[config.mk]
export PLATFORM = sky130hd
export DESIGN_NAME = load_store_unit_flat
export DESIGN_NICKNAME = d
export VERILOG_FILES = /design/src/rtl/load_store_unit_if.sv /design/src/rtl/load_store_unit.sv /design/src/flat_wrapper.sv
export SDC_FILE = /design/constraint.sdc
export NUM_CORES = 1
export LEC_CHECK = 0
export CORE_ASPECT_RATIO = 0.6
export CORE_UTILIZATION = 52
export DETAILED_ROUTE_END_ITERATION = 6
export HOLD_SLACK_MARGIN = 0.15
export PLACE_DENSITY_LB_ADDON = 0.15
export SETUP_SLACK_MARGIN = 0.02
export SKIP_LAST_GASP = 1
export SYNTH_ARGS = -nofsm -noshare
export SYNTH_HDL_FRONTEND = slang
export SYNTH_SLANG_ARGS = --single-unit
[constraint.sdc]
create_clock -name clk -period 4.1 [get_ports clk]
set_input_delay 0.41 -clock clk [delete_from_list [all_inputs] [get_ports clk]]
set_output_delay 0.41 -clock clk [all_outputs]
set_load 0.03 [all_outputs]
[src/rtl/load_store_unit_if.sv]
// Request/response handshake between the execute stage and the load/store unit.
// Latency: none; this is a pure signal bundle.
// Backpressure: req_ready low means req_valid is ignored and the request must be held.
//
// Ports (signals):
//   req_valid/req_ready  request handshake, execute stage -> LSU
//   req_write/req_wide   store/load select, 16-bit/8-bit select
//   req_addr/req_wdata   byte address of the low byte, store data
//   resp_valid           one-cycle completion pulse
//   resp_rdata           load result, held until the next load completes
interface load_store_unit_if #(
    parameter int ADDR_W = 8
);
    logic              req_valid;
    logic              req_ready;
    logic              req_write;
    logic              req_wide;
    logic [ADDR_W-1:0] req_addr;
    logic [15:0]       req_wdata;
    logic              resp_valid;
    logic [15:0]       resp_rdata;

    modport master (
        output req_valid, req_write, req_wide, req_addr, req_wdata,
        input  req_ready, resp_valid, resp_rdata
    );

    modport slave (
        input  req_valid, req_write, req_wide, req_addr, req_wdata,
        output req_ready, resp_valid, resp_rdata
    );
endinterface

[src/rtl/load_store_unit.sv]
// Load/store unit: splits 8/16-bit requests into little-endian byte accesses on a byte memory.
// Latency: resp_valid two cycles after accept (narrow), three cycles (wide).
// Backpressure: req_ready only in IDLE; one request per 3 (narrow) or 4 (wide) cycles.
//
// Ports:
//   clk, rst_n        clock shared with the data memory, async active-low reset
//   bus (slave)       request/response handshake, see load_store_unit_if
//   memRead/memWrite  byte read/write strobes, only active in BYTE0/BYTE1
//   address           byte address (zero when no access in progress)
//   writeData         byte store data (zero when no access in progress)
//   readData          combinational byte read data from the memory
//   access_count      completed requests, saturating at 16'hFFFF
module load_store_unit #(
    parameter int ADDR_W = 8
) (
    input  logic                clk,
    input  logic                rst_n,
    load_store_unit_if.slave    bus,
    output logic                memRead,
    output logic                memWrite,
    output logic [ADDR_W-1:0]   address,
    output logic [7:0]          writeData,
    input  logic [7:0]          readData,
    output logic [15:0]         access_count
);

    typedef enum logic [1:0] {
        IDLE  = 2'd0,
        BYTE0 = 2'd1,
        BYTE1 = 2'd2,
        RESP  = 2'd3
    } state_t;

    state_t            state_q, state_d;
    logic              write_q, write_d;
    logic              wide_q, wide_d;
    logic [ADDR_W-1:0] addr_q, addr_d;
    logic [15:0]       wdata_q, wdata_d;
    // Low byte of a wide load, parked until the high byte arrives so the
    // visible result only changes when the whole load completes.
    logic [7:0]        rlo_q, rlo_d;
    logic [15:0]       rdata_q, rdata_d;
    logic [15:0]       count_q, count_d;

    always_ff @(posedge clk or negedge rst_n) begin
        if (!rst_n) begin
            state_q <= IDLE;
            write_q <= 1'b0;
            wide_q  <= 1'b0;
            addr_q  <= '0;
            wdata_q <= 16'h0000;
            rlo_q   <= 8'h00;
            rdata_q <= 16'h0000;
            count_q <= 16'h0000;
        end else begin
            state_q <= state_d;
            write_q <= write_d;
            wide_q  <= wide_d;
            addr_q  <= addr_d;
            wdata_q <= wdata_d;
            rlo_q   <= rlo_d;
            rdata_q <= rdata_d;
            count_q <= count_d;
        end
    end

    // Memory strobes are decoded from state only, so the async reset forcing
    // state to IDLE drops them in the same cycle.
    always_comb begin
        state_d        = state_q;
        write_d        = write_q;
        wide_d         = wide_q;
        addr_d         = addr_q;
        wdata_d        = wdata_q;
        rlo_d          = rlo_q;
        rdata_d        = rdata_q;
        count_d        = count_q;
        bus.req_ready  = 1'b0;
        bus.resp_valid = 1'b0;
        memRead        = 1'b0;
        memWrite       = 1'b0;
        address        = '0;
        writeData      = 8'h00;

        case (state_q)
            IDLE: begin
                bus.req_ready = 1'b1;
                if (bus.req_valid) begin
                    write_d = bus.req_write;
                    wide_d  = bus.req_wide;
                    addr_d  = bus.req_addr;
                    wdata_d = bus.req_wdata;
                    state_d = BYTE0;
                end
            end

            BYTE0: begin
                address = addr_q;
                if (write_q) begin
                    memWrite  = 1'b1;
                    writeData = wdata_q[7:0];
                end else begin
                    memRead = 1'b1;
                    if (wide_q) begin
                        rlo_d = readData;
                    end else begin
                        rdata_d = {8'h00, readData};
                    end
                end
                state_d = wide_q ? BYTE1 : RESP;
            end

            BYTE1: begin
                // High byte address wraps modulo 2^ADDR_W.
                address = addr_q + ADDR_W'(1);
                if (write_q) begin
                    memWrite  = 1'b1;
                    writeData = wdata_q[15:8];
                end else begin
                    memRead = 1'b1;
                    rdata_d = {readData, rlo_q};
                end
                state_d = RESP;
            end

            RESP: begin
                bus.resp_valid = 1'b1;
                if (count_q != 16'hFFFF) begin
                    count_d = count_q + 16'h0001;
                end
                state_d = IDLE;
            end

            default: begin
                state_d = IDLE;
            end
        endcase
    end

    assign bus.resp_rdata = rdata_q;
    assign access_count   = count_q;

endmodule

[src/flat_wrapper.sv]
// flat-port wrapper written by rule: the top's interface ports become plain ports
module load_store_unit_flat 
#(
    parameter int ADDR_W = 8
)
  (clk, rst_n, memRead, memWrite, address, writeData, readData, access_count, bus_req_valid, bus_req_write, bus_req_wide, bus_req_addr, bus_req_wdata, bus_req_ready, bus_resp_valid, bus_resp_rdata);
  load_store_unit_if #(.ADDR_W(ADDR_W)) bus_i ();
  input  logic clk;
  input  logic rst_n;
  output logic memRead;
  output logic memWrite;
  output logic [ADDR_W-1:0] address;
  output logic [7:0] writeData;
  input  logic [7:0] readData;
  output logic [15:0] access_count;
  input wire logic [$bits(bus_i.req_valid)-1:0] bus_req_valid;
  input wire logic [$bits(bus_i.req_write)-1:0] bus_req_write;
  input wire logic [$bits(bus_i.req_wide)-1:0] bus_req_wide;
  input wire logic [$bits(bus_i.req_addr)-1:0] bus_req_addr;
  input wire logic [$bits(bus_i.req_wdata)-1:0] bus_req_wdata;
  output wire logic [$bits(bus_i.req_ready)-1:0] bus_req_ready;
  output wire logic [$bits(bus_i.resp_valid)-1:0] bus_resp_valid;
  output wire logic [$bits(bus_i.resp_rdata)-1:0] bus_resp_rdata;
  assign bus_i.req_valid = bus_req_valid;
  assign bus_i.req_write = bus_req_write;
  assign bus_i.req_wide = bus_req_wide;
  assign bus_i.req_addr = bus_req_addr;
  assign bus_i.req_wdata = bus_req_wdata;
  assign bus_req_ready = bus_i.req_ready;
  assign bus_resp_valid = bus_i.resp_valid;
  assign bus_resp_rdata = bus_i.resp_rdata;
  load_store_unit #(.ADDR_W(ADDR_W)) u_core (.clk(clk), .rst_n(rst_n), .bus(bus_i), .memRead(memRead), .memWrite(memWrite), .address(address), .writeData(writeData), .readData(readData), .access_count(access_count));
endmodule
==> flow_metrics.py <==
metrics = {
    "hold_path": {
        "hold_class": "primary input to asynchronous set/reset pin",
    },
    "sta": {
        "setup_tns_ns": 0,
        "hold-worst-slack_ns": 0.215,
        "hold_viol": 0,
        "finClkSkew_ns": 0.00643,
        "fmax_mhz": 298,
        "rsz0062_at_grt": "no",
        "setup_viol": 0,
        "relSlewSlack_pct": 28.0,
        "period_share_pct": 82.0,
        "worst_slew_pin_slew_ns": 1.08,
        "period_needed_ns": 3.36,
        "finalMaxSlewViolations": 0,
    },
    "clock_network": {
        "ctsResizeCount": 0,
        "clk_pin_slew_worst_paths_ns": 0.07,
        "htreeDepth": 3,
        "cts_root_buffer": "clkbuf_8",
        "postCtsSetupRepairBufs": 0,
        "clkLatencyLatePin_ns": 0.35,
        "cts_buffer_depth": 2,
        "cts_tree": "built",
        "clock_sinks": 68,
        "cts_hold_buf": 0,
        "numCtsBuffers": 9,
    },
    "routing": {
        "via_count": 2540,
        "viasPerCell": 5.44,
        "drtIter0Drc": 141,
        "dr.pass1.iters": 4,
        "wl_per_cell_um": 15.7,
        "remaining_drc_errors": 0,
        "drtAntennaViolNets": 0,
        "routed_wl_um": 7350,
    },
    "die": {
        "rows": 21,
        "io_pins": 89,
        "core_area_mm2": 0.00578,
        "die_height_um": 63.2,
        "die-area_mm2": 0.00656,
        "initial_core_util_pct": 56.1,
        "die_x_um": 104,
    },
    "global_routing": {
        "gr-total-overflow": 0,
        "grt_pass1_vias": 2451,
        "antenna_found_initial": 0,
        "track_usage_pct": 24.0,
        "grt_max_degree": 46,
        "grt_pass1_wl_um": 12000,
    },
    "critical_path": {
        "cp-start-kind": "register",
        "cp_num_cells": 7,
        "end_kind": "primary output",
        "worst-path-buf-inv": 4,
        "slowest_stage": "clkdlybuf4s50_1",
        "crit_arrival_ns": 2.95,
        "crit_family": "buffers and inverters",
        "r2r-start": "u_core.state_q[1]$_DFFE_PN0P_",
        "r2r_setup_slack_ns": 1.76,
        "rr_worst_depth": 6,
        "worstSetupPathType": "register to primary output",
        "critPathMaxStageDelay_ns": 0.69,
        "worstPathMaxFanout": 33,
        "worstPathRequired_ns": 3.69,
        "cp_common_cell": "inv_1",
        "cp-startpoint": "u_core.state_q[0]$_DFFE_PN0P_",
        "cp_cell_sequence": "inv_1, ha_1, buf_4, inv_1, or4_1, a21boi_0, clkdlybuf4s50_1",
    },
    "yosys": {
        "ys_ff_latch": 68,
        "synth_top_cell_by_area": "dfrtp_1",
        "ys_seq_area_share_pct": 52.5,
        "yosys_warnings": 0,
        "synth_enable_flop_cells": 0,
        "synthArstFlopShare_pct": 100,
        "syn_nets": 334,
        "synth_top_area_share_pct": 52.5,
        "syn_avg_cell_area_um2": 11.1,
        "synth.most_common_cell": "dfrtp_1",
        "synth_cell_types": 37,
        "yosys-top-cells-area": "dfrtp_1, mux2_2, nand2_1",
        "synth_area_mm2": 0.00324,
        "synth_cells": 291,
        "synthFlopType": "dfrtp_1",
        "ys_top_cells_by_count": "dfrtp_1, nand2_1, mux2_2",
    },
    "power": {
        "p_leak_uw": 0.00187,
        "power_density_mw_per_mm2": 807,
        "vdd_drop_max_uv": 468,
    },
    "layout": {
        "seqCellArea_mm2": 0.00170,
        "layout-drive-gt1-share_pct": 15.2,
        "fillers": 421,
        "fin_cells": 467,
        "multiInputGateArea_mm2": 0.00149,
        "diodes": 0,
        "syn_to_final_growth_pct": 35.7,
        "nNetsFinal": 425,
    },
    "placement": {
        "port_buffers": 88,
        "post-place-cells": 451,
        "dpl.hpwl_um": 5260,
        "place_congestion": 0.833,
    },
    "flow_run": {
        "cap_violations": 0,
    },
    "status": {
        "status": "completed",
    },
}
==> layer usage <==
layer	vias to the layer above	GRT usage, %	wire [µm]
met5	-	0	0
met4	0	8.39	89
met3	10	7.66	437
met2	73	35.4	3260
met1	1226	33.6	3560
li1	1231	-	-
==> sequential cells by signal, indices dropped and copies added, names as in the netlist <==
name / count
u_core.write_q: 1
u_core.access_count: 16
u_core.state_q: 2
u_core.rlo_q: 8
u_core.addr_q: 8
u_core.wdata_q: 16
u_core.wide_q: 1
u_core.bus.resp_rdata: 16
==> area by class of cell <==
cell class | count | area share [%]
clock inverter | 3 | 1.02
timing repair buffer | 90 | 20.3
tap | 80 | 2.28
inverter | 4 | 0.341
multi-input combinational | 209 | 33.8
clock buffer | 13 | 3.61
sequential | 68 | 38.7
==> cell usage in the layout (no fill, tap or decap), types with 2 or more instances in the layout <==
master / Yosys / layout
a41oi_1: 2 / 2
nor4_1: 2 / 2
clkbuf_8: 0 / 11
nand2_1: 37 / 37
nand4_1: 4 / 4
a21boi_0: 2 / 2
nor2_1: 12 / 12
clkbuf_1: 7 / 2
mux2i_1: 9 / 9
a31oi_1: 3 / 3
and3_1: 5 / 5
inv_1: 4 / 4
buf_4: 0 / 2
mux2_2: 36 / 36
o21a_1: 2 / 2
o21ai_0: 16 / 16
a22oi_1: 10 / 10
nand3_1: 17 / 17
clkdlybuf4s50_1: 0 / 87
ha_1: 6 / 6
nor3_1: 4 / 4
nand2b_1: 3 / 3
xnor2_1: 7 / 7
clkinvlp_4: 0 / 2
nor2b_1: 6 / 6
xor2_1: 2 / 2
a21oi_1: 10 / 10
a21o_1: 2 / 2
or4_1: 2 / 2
dfrtp_1: 68 / 68
==> worst paths after layout <==
path | endpoint
max in group asynchronous | u_core.addr_q[4]$_DFFE_PN0P_
worst max-delay path | address[6]
worst max register to register | u_core.bus.resp_rdata[10]$_DFFE_PN0P_
worst min register to register | u_core.bus.resp_rdata[11]$_DFFE_PN0P_
worst min-delay path | u_core.access_count[14]$_DFFE_PN0P_
min in group clk | u_core.bus.resp_rdata[11]$_DFFE_PN0P_
==> power by group <==
part	switching (µW)	leakage [µW]	internal (µW)	total, µW
Clock	246	0.0000959	315	561
Combinational	990	0.000931	801	1790
Sequential	231	0.000843	965	1200
==> through the flow <==
| step | util [%] | instance area (µm²) | total power, µW | worst slack [ns] |
|---|---|---|---|---|
| floorplan | - | 3240 | 2340 | 1.69 |
| global placement | 72.6 | 4190 | 2940 | 1.20 |
| detailed placement | 72.6 | 4190 | 3000 | 1.12 |
| CTS | 76.1 | 4400 | 3570 | 0.720 |
| global route | 76.1 | 4400 | 3770 | 0.607 |
| finish | 76.1 | 4400 | 3550 | 0.739 |
==> cells by family (layout without fill, tap and decap cells) <==
group	after synthesis	count (layout)	share of synthesized area, %
multiplexers	46	46	15.8
AND/OR/NAND/NOR	99	99	15.6
XOR/XNOR	9	9	2.43
buffers and inverters	14	110	1.62
adder cells (fa/ha/maj)	6	6	2.32
AO/OA/AOI/OAI	49	49	9.73
flip-flops	68	68	52.5
No activity file was read; power rests on OpenSTA's default activity.
==> edit 1, RTL diff (config.mk and constraints unchanged) <==
Re-encode `state_t` (4 states) as one-hot, 4 bits wide.
--- a/src/rtl/load_store_unit.sv
+++ b/src/rtl/load_store_unit.sv
@@ -26,7 +26,7 @@
 
-    typedef enum logic [1:0] {
-        IDLE  = 2'd0,
-        BYTE0 = 2'd1,
-        BYTE1 = 2'd2,
-        RESP  = 2'd3
+    typedef enum logic [3:0] {
+        IDLE  = 4'b0001,
+        BYTE0 = 4'b0010,
+        BYTE1 = 4'b0100,
+        RESP  = 4'b1000
     } state_t;
Function: same outputs for any inputs over 10 cycles, from zero or initial values and one cycle with rst_n low; not proved beyond that.
==> edit 1 against the unedited design <==
- combinational power is 44% lower
- cell area increased by 1.0%
- total power decreased by 20%
- critical path depth down 2
- synthesized area increased by 0.46%
- maximum frequency grew 3.8%
- routed wire length is 0.64% higher
- critical path type unchanged
- die area increased by 0.45%
- first-iteration DRC count unchanged
- sequential share of layout area up 0.76 points
- sequential cell count rose by 2
- setup slack better by 0.12 ns
==> edit 1: results (changes against the unedited design) <==
{| class="wikitable"
! Metric !! Value
|-
| CTS hold repair buffers || 1 (+1)
|-
| Max_slew headroom || 22.3% (-5.7 points)
|-
| IR Drop Worst-Case VDD || 0.000419 V (-10%)
|-
| Detailed placer's ending HPWL || 5070 µm (-3.6%)
|-
| Layout cell share with drive strength beyond 1 || 10.1% (-5.2 points)
|-
| Setup slack after placement || 1.26 ns (+0.137 ns)
|-
| Synth top cells by count || dfrtp_1 (69), nand2_1 (29), mux2_1 (27)
|-
| Fraction of registers with async set/reset || 100% (unchanged)
|-
| Fill cell instance count of the final layout || 393 (-6.7%)
|-
| Post-CTS Setup Inserts || 0 (unchanged)
|-
| Placer Congestion || 0.812 (-2.6%)
|-
| Instance area after placement || 4200 µm² (+0.12%)
|-
| # Max-Cap Violations || 0 (unchanged)
|-
| Nets || 422 (-0.71%)
|-
| Most area-consuming cells after synthesis || dfrtp_1 (53%), mux2_1 (9.3%), xor2_1 (3.8%)
|-
| Worst-path clk slew || 0.07 ns (about the same)
|-
| Largest net degree at the start of global routing || 38 (-17%)
|-
| Cells on worst reg2reg path || 5 (-1)
|-
| Port Buffer Count || 88 (unchanged)
|-
| Final Routed Wirelength || 7400 µm (+0.64%)
|-
| Net count after synthesis || 335 (+0.30%)
|-
| Post-CTS resize count || 0 (unchanged)
|-
| Mapped Cells || 296 (+1.7%)
|-
| Number of library cell types mapped by synthesis || 41 (+11%)
|-
| # H-tree levels || 3 (unchanged)
|-
| Post-placement cell count || 451 (unchanged)
|-
| Post-route clock skew || 0.0141 ns (+0.00772 ns)
|-
| Iteration count of the initial detailed-routing pass || 4 (unchanged)
|-
| Antenna violations before repair || 0 (unchanged)
|-
| Cell chosen for the clock root || clkbuf_8
|-
| Largest buffer count on any clock path || 2 (unchanged)
|-
| Number of buffers created by CTS || 9 (unchanged)
|-
| Vias in the first global route || 2591 (+5.7%)
|-
| Detailed router's first-iteration violation count || 141 (unchanged)
|-
| Average wire per cell in the routed design || 15.8 µm (+0.42%)
|-
| Hold Path Stages || 1
|-
| Global-route total usage across every layer || 25.4% (+1.4 points)
|-
| Top fanout value on the critical path || 16 (-52%)
|-
| Clock latency reported for the late side of the worst-skew pair || 0.35 ns (about the same)
|-
| DR vias/cell || 5.50 (+1.0%)
|-
| Leak Pwr || 1.89 nW (+0.93%)
|-
| WP data arrival || 2.83 ns (-0.12 ns)
|-
| Wire length of the first global-routing pass || 12900 µm (+7.7%)
|-
| Number of diodes || 0 (unchanged)
|-
| Class of the worst hold path || reg2reg
|-
| Top FF cell, synth || dfrtp_1
|-
| Result of the run || complete, no violations
|-
| Sequential area share after synthesis || 53.8% (+1.3 points)
|}
[edit 1: cell types whose count changed after synthesis, sizes merged, moves of 5 or more]
cell and change:
xor2 +12, nor2 +10, mux2i -9, inv +7
nand2 -7, a31oi +6, nor2b -6, xnor2 -6
nand3 -5
[edit 1: worst paths after layout]
check	start	endpoint	slack, ns
worst min-delay path	u_core.rlo_q[1]$_DFFE_PN0P_	u_core.rlo_q[1]$_DFFE_PN0P_	0.50
worst min register to register	u_core.rlo_q[1]$_DFFE_PN0P_	u_core.rlo_q[1]$_DFFE_PN0P_	0.50
min in group asynchronous	rst_n	u_core.access_count[9]$_DFFE_PN0P_	0.67
worst max-delay path	u_core.state_q[1]$_DFFE_PN0P_	address[3]	0.86
max in group asynchronous	rst_n	u_core.addr_q[2]$_DFFE_PN0P_	2.45
worst max register to register	u_core.state_q[1]$_DFFE_PN0P_	u_core.bus.resp_rdata[11]$_DFFE_PN0P_	1.42
[edit 1: power breakdown]
part | switching, mW | leakage, nW | total (mW) | internal [mW]
logic | 0.554 | 0.913 | 1.01 | 0.460
clock network | 0.260 | 0.120 | 0.652 | 0.392
registers | 0.207 | 0.855 | 1.17 | 0.960
[edit 1: cell families (layout without fill, tap and decap cells)]
kind of cell	Yosys count	after routing	synth area share, %
buf+inv	28	120	3.54
xor+xnor	15	15	4.04
simple gates	94	94	15.4
flops	70	70	53.8
compound gates	51	51	9.95
mux	36	36	12.5
fa+ha+maj	2	2	0.769
[edit 1: critical path, stage by stage (launching register included)]
cell and delay, ns:
dfrtp_1 0.47, or4b_1 0.87, a31oi_1 0.28, o21ai_0 0.09, o21ai_0 0.08, clkdlybuf4s50_1 0.69
[edit 1: area by class of cell]
cell class                 instances  area, µm²  share of cell area, %
tap                               80        100                   2.25
sequential                        70       1750                   39.5
clock buffer                      13        169                   3.80
inverter                          12       45.0                   1.01
timing repair buffer              92        908                   20.4
clock inverter                     3       65.1                   1.46
multi-input combinational        198       1400                   31.6
[edit 1: layer usage]
metal	GRT usage (%)	up-vias	wire length [µm]
li1	-	1218	-
met1	35.7	1265	3690
met2	37.6	85	3240
met3	8.70	4	444
met4	6.79	0	24
met5	0	-	0
[edit 1: per-stage QoR]
stage	util (%)	power [mW]
final	76.5	2.83
after global placement	72.3	2.15
after floorplan	-	1.78
after detailed placement	72.3	2.20
after global routing	76.5	3.00
after CTS	76.5	2.85
==> edit 2, RTL diff (same flow settings) <==
Without the edit above. Take the reset off `addr_q`, `wdata_q` and `rdata_q` and load them in a clocked block of their own.
--- a/src/rtl/load_store_unit.sv
+++ b/src/rtl/load_store_unit.sv
@@ -49,6 +49,3 @@
             wide_q  <= 1'b0;
-            addr_q  <= '0;
-            wdata_q <= 16'h0000;
             rlo_q   <= 8'h00;
-            rdata_q <= 16'h0000;
             count_q <= 16'h0000;
@@ -58,8 +55,11 @@
             wide_q  <= wide_d;
-            addr_q  <= addr_d;
-            wdata_q <= wdata_d;
             rlo_q   <= rlo_d;
-            rdata_q <= rdata_d;
             count_q <= count_d;
         end
+    end
+
+    always_ff @(posedge clk) begin
+        addr_q  <= addr_d;
+        wdata_q <= wdata_d;
+        rdata_q <= rdata_d;
     end
Function: differs if rst_n is asserted again (counterexample within 4 cycles, from zero or initial values and one cycle with rst_n low); with rst_n held inactive, the same outputs for 10 cycles.
==> edit 2 against the unedited design <==
- routed wire length shrank 11%
- clock skew fell by 0.00060 ns
- synthesized area decreased by 5.3%
- sequential power is 10% lower
- synthesized cell count is 19% lower
- sequential cell count is the same
- die area is 5.2% lower
- utilization is 0.18 points lower
- cell area fell by 3.0%
- total power decreased by 14%
- setup slack improved by 0.097 ns
- register-to-register slack improved by 0.19 ns
==> edit 2: results (changes against the unedited design) <==
{| class="wikitable"
! Metric !! Value
|-
| Post-placement cell count || 400 (-11%)
|-
| Mapped Cells || 235 (-19%)
|-
| Result of the run || complete, no violations
|-
| Global-route total usage across every layer || 22.4% (-1.6 points)
|-
| Final Instance Count excl. Fillers || 416 (-11%)
|-
| Most area-consuming cells after synthesis || edfxtp_1 (39%), dfrtp_1 (23%), mux2_2 (8.1%)
|-
| GRT met2 Usage || 34.1% (-1.3 points)
|-
| RR Endpoint || u_core.rlo_q[4]$_DFFE_PN0P_
|-
| Multi-input gate area || 1110 µm² (-26%)
|-
| Leak Pwr || 1.67 nW (-11%)
|-
| Count of flip-flops with a built-in enable after synthesis || 40 (+40)
|-
| Buffers excl. clock || 92 (+2.2%)
|-
| Max_slew headroom || 41.1% (+13 points)
|-
| Clk tree area frac || 5.04% (+0.41 points)
|-
| Met3 routed wirelength || 484 µm (+11%)
|-
| Setup slack after placement || 1.23 ns (+0.111 ns)
|-
| Number of multi-input logic gates || 151 (-28%)
|-
| IR Drop Worst-Case VDD || 0.000590 V (+26%)
|-
| Layout cell share with drive strength beyond 1 || 15.5% (+0.23 points)
|-
| Via count || 2226 (-12%)
|-
| Instance area after placement || 4050 µm² (-3.4%)
|-
| Register-to-register setup slack || 1.95 ns (+0.19 ns)
|-
| Number of library cell types mapped by synthesis || 38 (+2.7%)
|-
| Total area of sequential cells || 1900 µm² (+12%)
|-
| Fill cell instance count of the final layout || 379 (-10%)
|-
| Met1 WL || 3000 µm (-16%)
|-
| Top fanout value on the critical path || 14 (-58%)
|-
| Detailed placer's ending HPWL || 4590 µm (-13%)
|-
| Area Growth Syn to Fin || 39.1%
|-
| Placer Congestion || 0.803 (-3.7%)
|-
| WP data arrival || 2.85 ns (-0.10 ns)
|-
| Wire length of the first global-routing pass || 10100 µm (-16%)
|-
| Synth top cells by count || edfxtp_1 (40), dfrtp_1 (28), mux2_2 (22)
|-
| Proportion of final cell area spent on non-clock buffers || 21.3% (+1.1 points)
|-
| Top-area cell type share of the netlist area || 39.2% (-13 points)
|-
| Fraction of met1 tracks used by global routing || 30.3% (-3.2 points)
|-
| Post-route clock skew || 0.00583 ns (-0.000596 ns)
|-
| Non-clock inverter count in the final layout || 9 (+5)
|-
| GRT met3 Usage || 7.15% (-0.51 points)
|-
| Largest net degree at the start of global routing || 29 (-37%)
|}
==> edit 2: changes by cell type after synthesis, sizes merged, moves of 9 or more <==
cell    before  now
edfxtp       0   40
o21ai       16    4
nand3       18    8
and2         1   10
mux2        37   23
dfrtp       68   28
nand2       37   18
==> edit 2: cell families (layout without fill, tap and decap cells) <==
| logic type | count (synthesis) | count (layout) | share of synthesized area, % |
|---|---|---|---|
| simple gates | 82 | 82 | 15.7 |
| flops | 68 | 68 | 62.0 |
| compound gates | 28 | 28 | 5.95 |
| xor+xnor | 10 | 10 | 2.86 |
| mux | 25 | 25 | 9.09 |
| fa+ha+maj | 6 | 6 | 2.45 |
| buf+inv | 16 | 117 | 1.96 |
==> edit 2: power groups by stage <==
stage	logic (mW)	registers, mW	clock network (mW)
2_1_floorplan	0.694	1.23	0
3_3_place_gp	1.33	1.08	0
3_5_place_dp	1.37	1.09	0
4_1_cts	1.37	1.08	0.601
5_1_grt	1.46	1.10	0.632
6_report	1.37	1.08	0.593
==> edit 2: how the worst max path moves through the flow <==
stage / from / to / slack (ns) / cells past startpoint
finish: u_core.state_q[0]$_DFFE_PN0P_ / address[7] / 0.84 / 7
global route: u_core.state_q[0]$_DFFE_PN0P_ / address[7] / 0.72 / 7
CTS: u_core.state_q[0]$_DFFE_PN0P_ / address[7] / 0.85 / 7
detailed placement: u_core.state_q[0]$_DFFE_PN0P_ / address[7] / 1.23 / 7
global placement: u_core.state_q[0]$_DFFE_PN0P_ / address[7] / 1.32 / 7
floorplan: u_core.state_q[0]$_DFFE_PN0P_ / u_core.bus.resp_rdata[0]$_DFFE_PP_ / 1.62 / 6
==> edit 2: worst reg2reg max path, cell delays in order (launching register included) <==
cell and delay [ns]:
dfrtp_1 0.40, inv_1 0.12, ha_1 0.62, nand3b_1 0.49, mux2_2 0.41
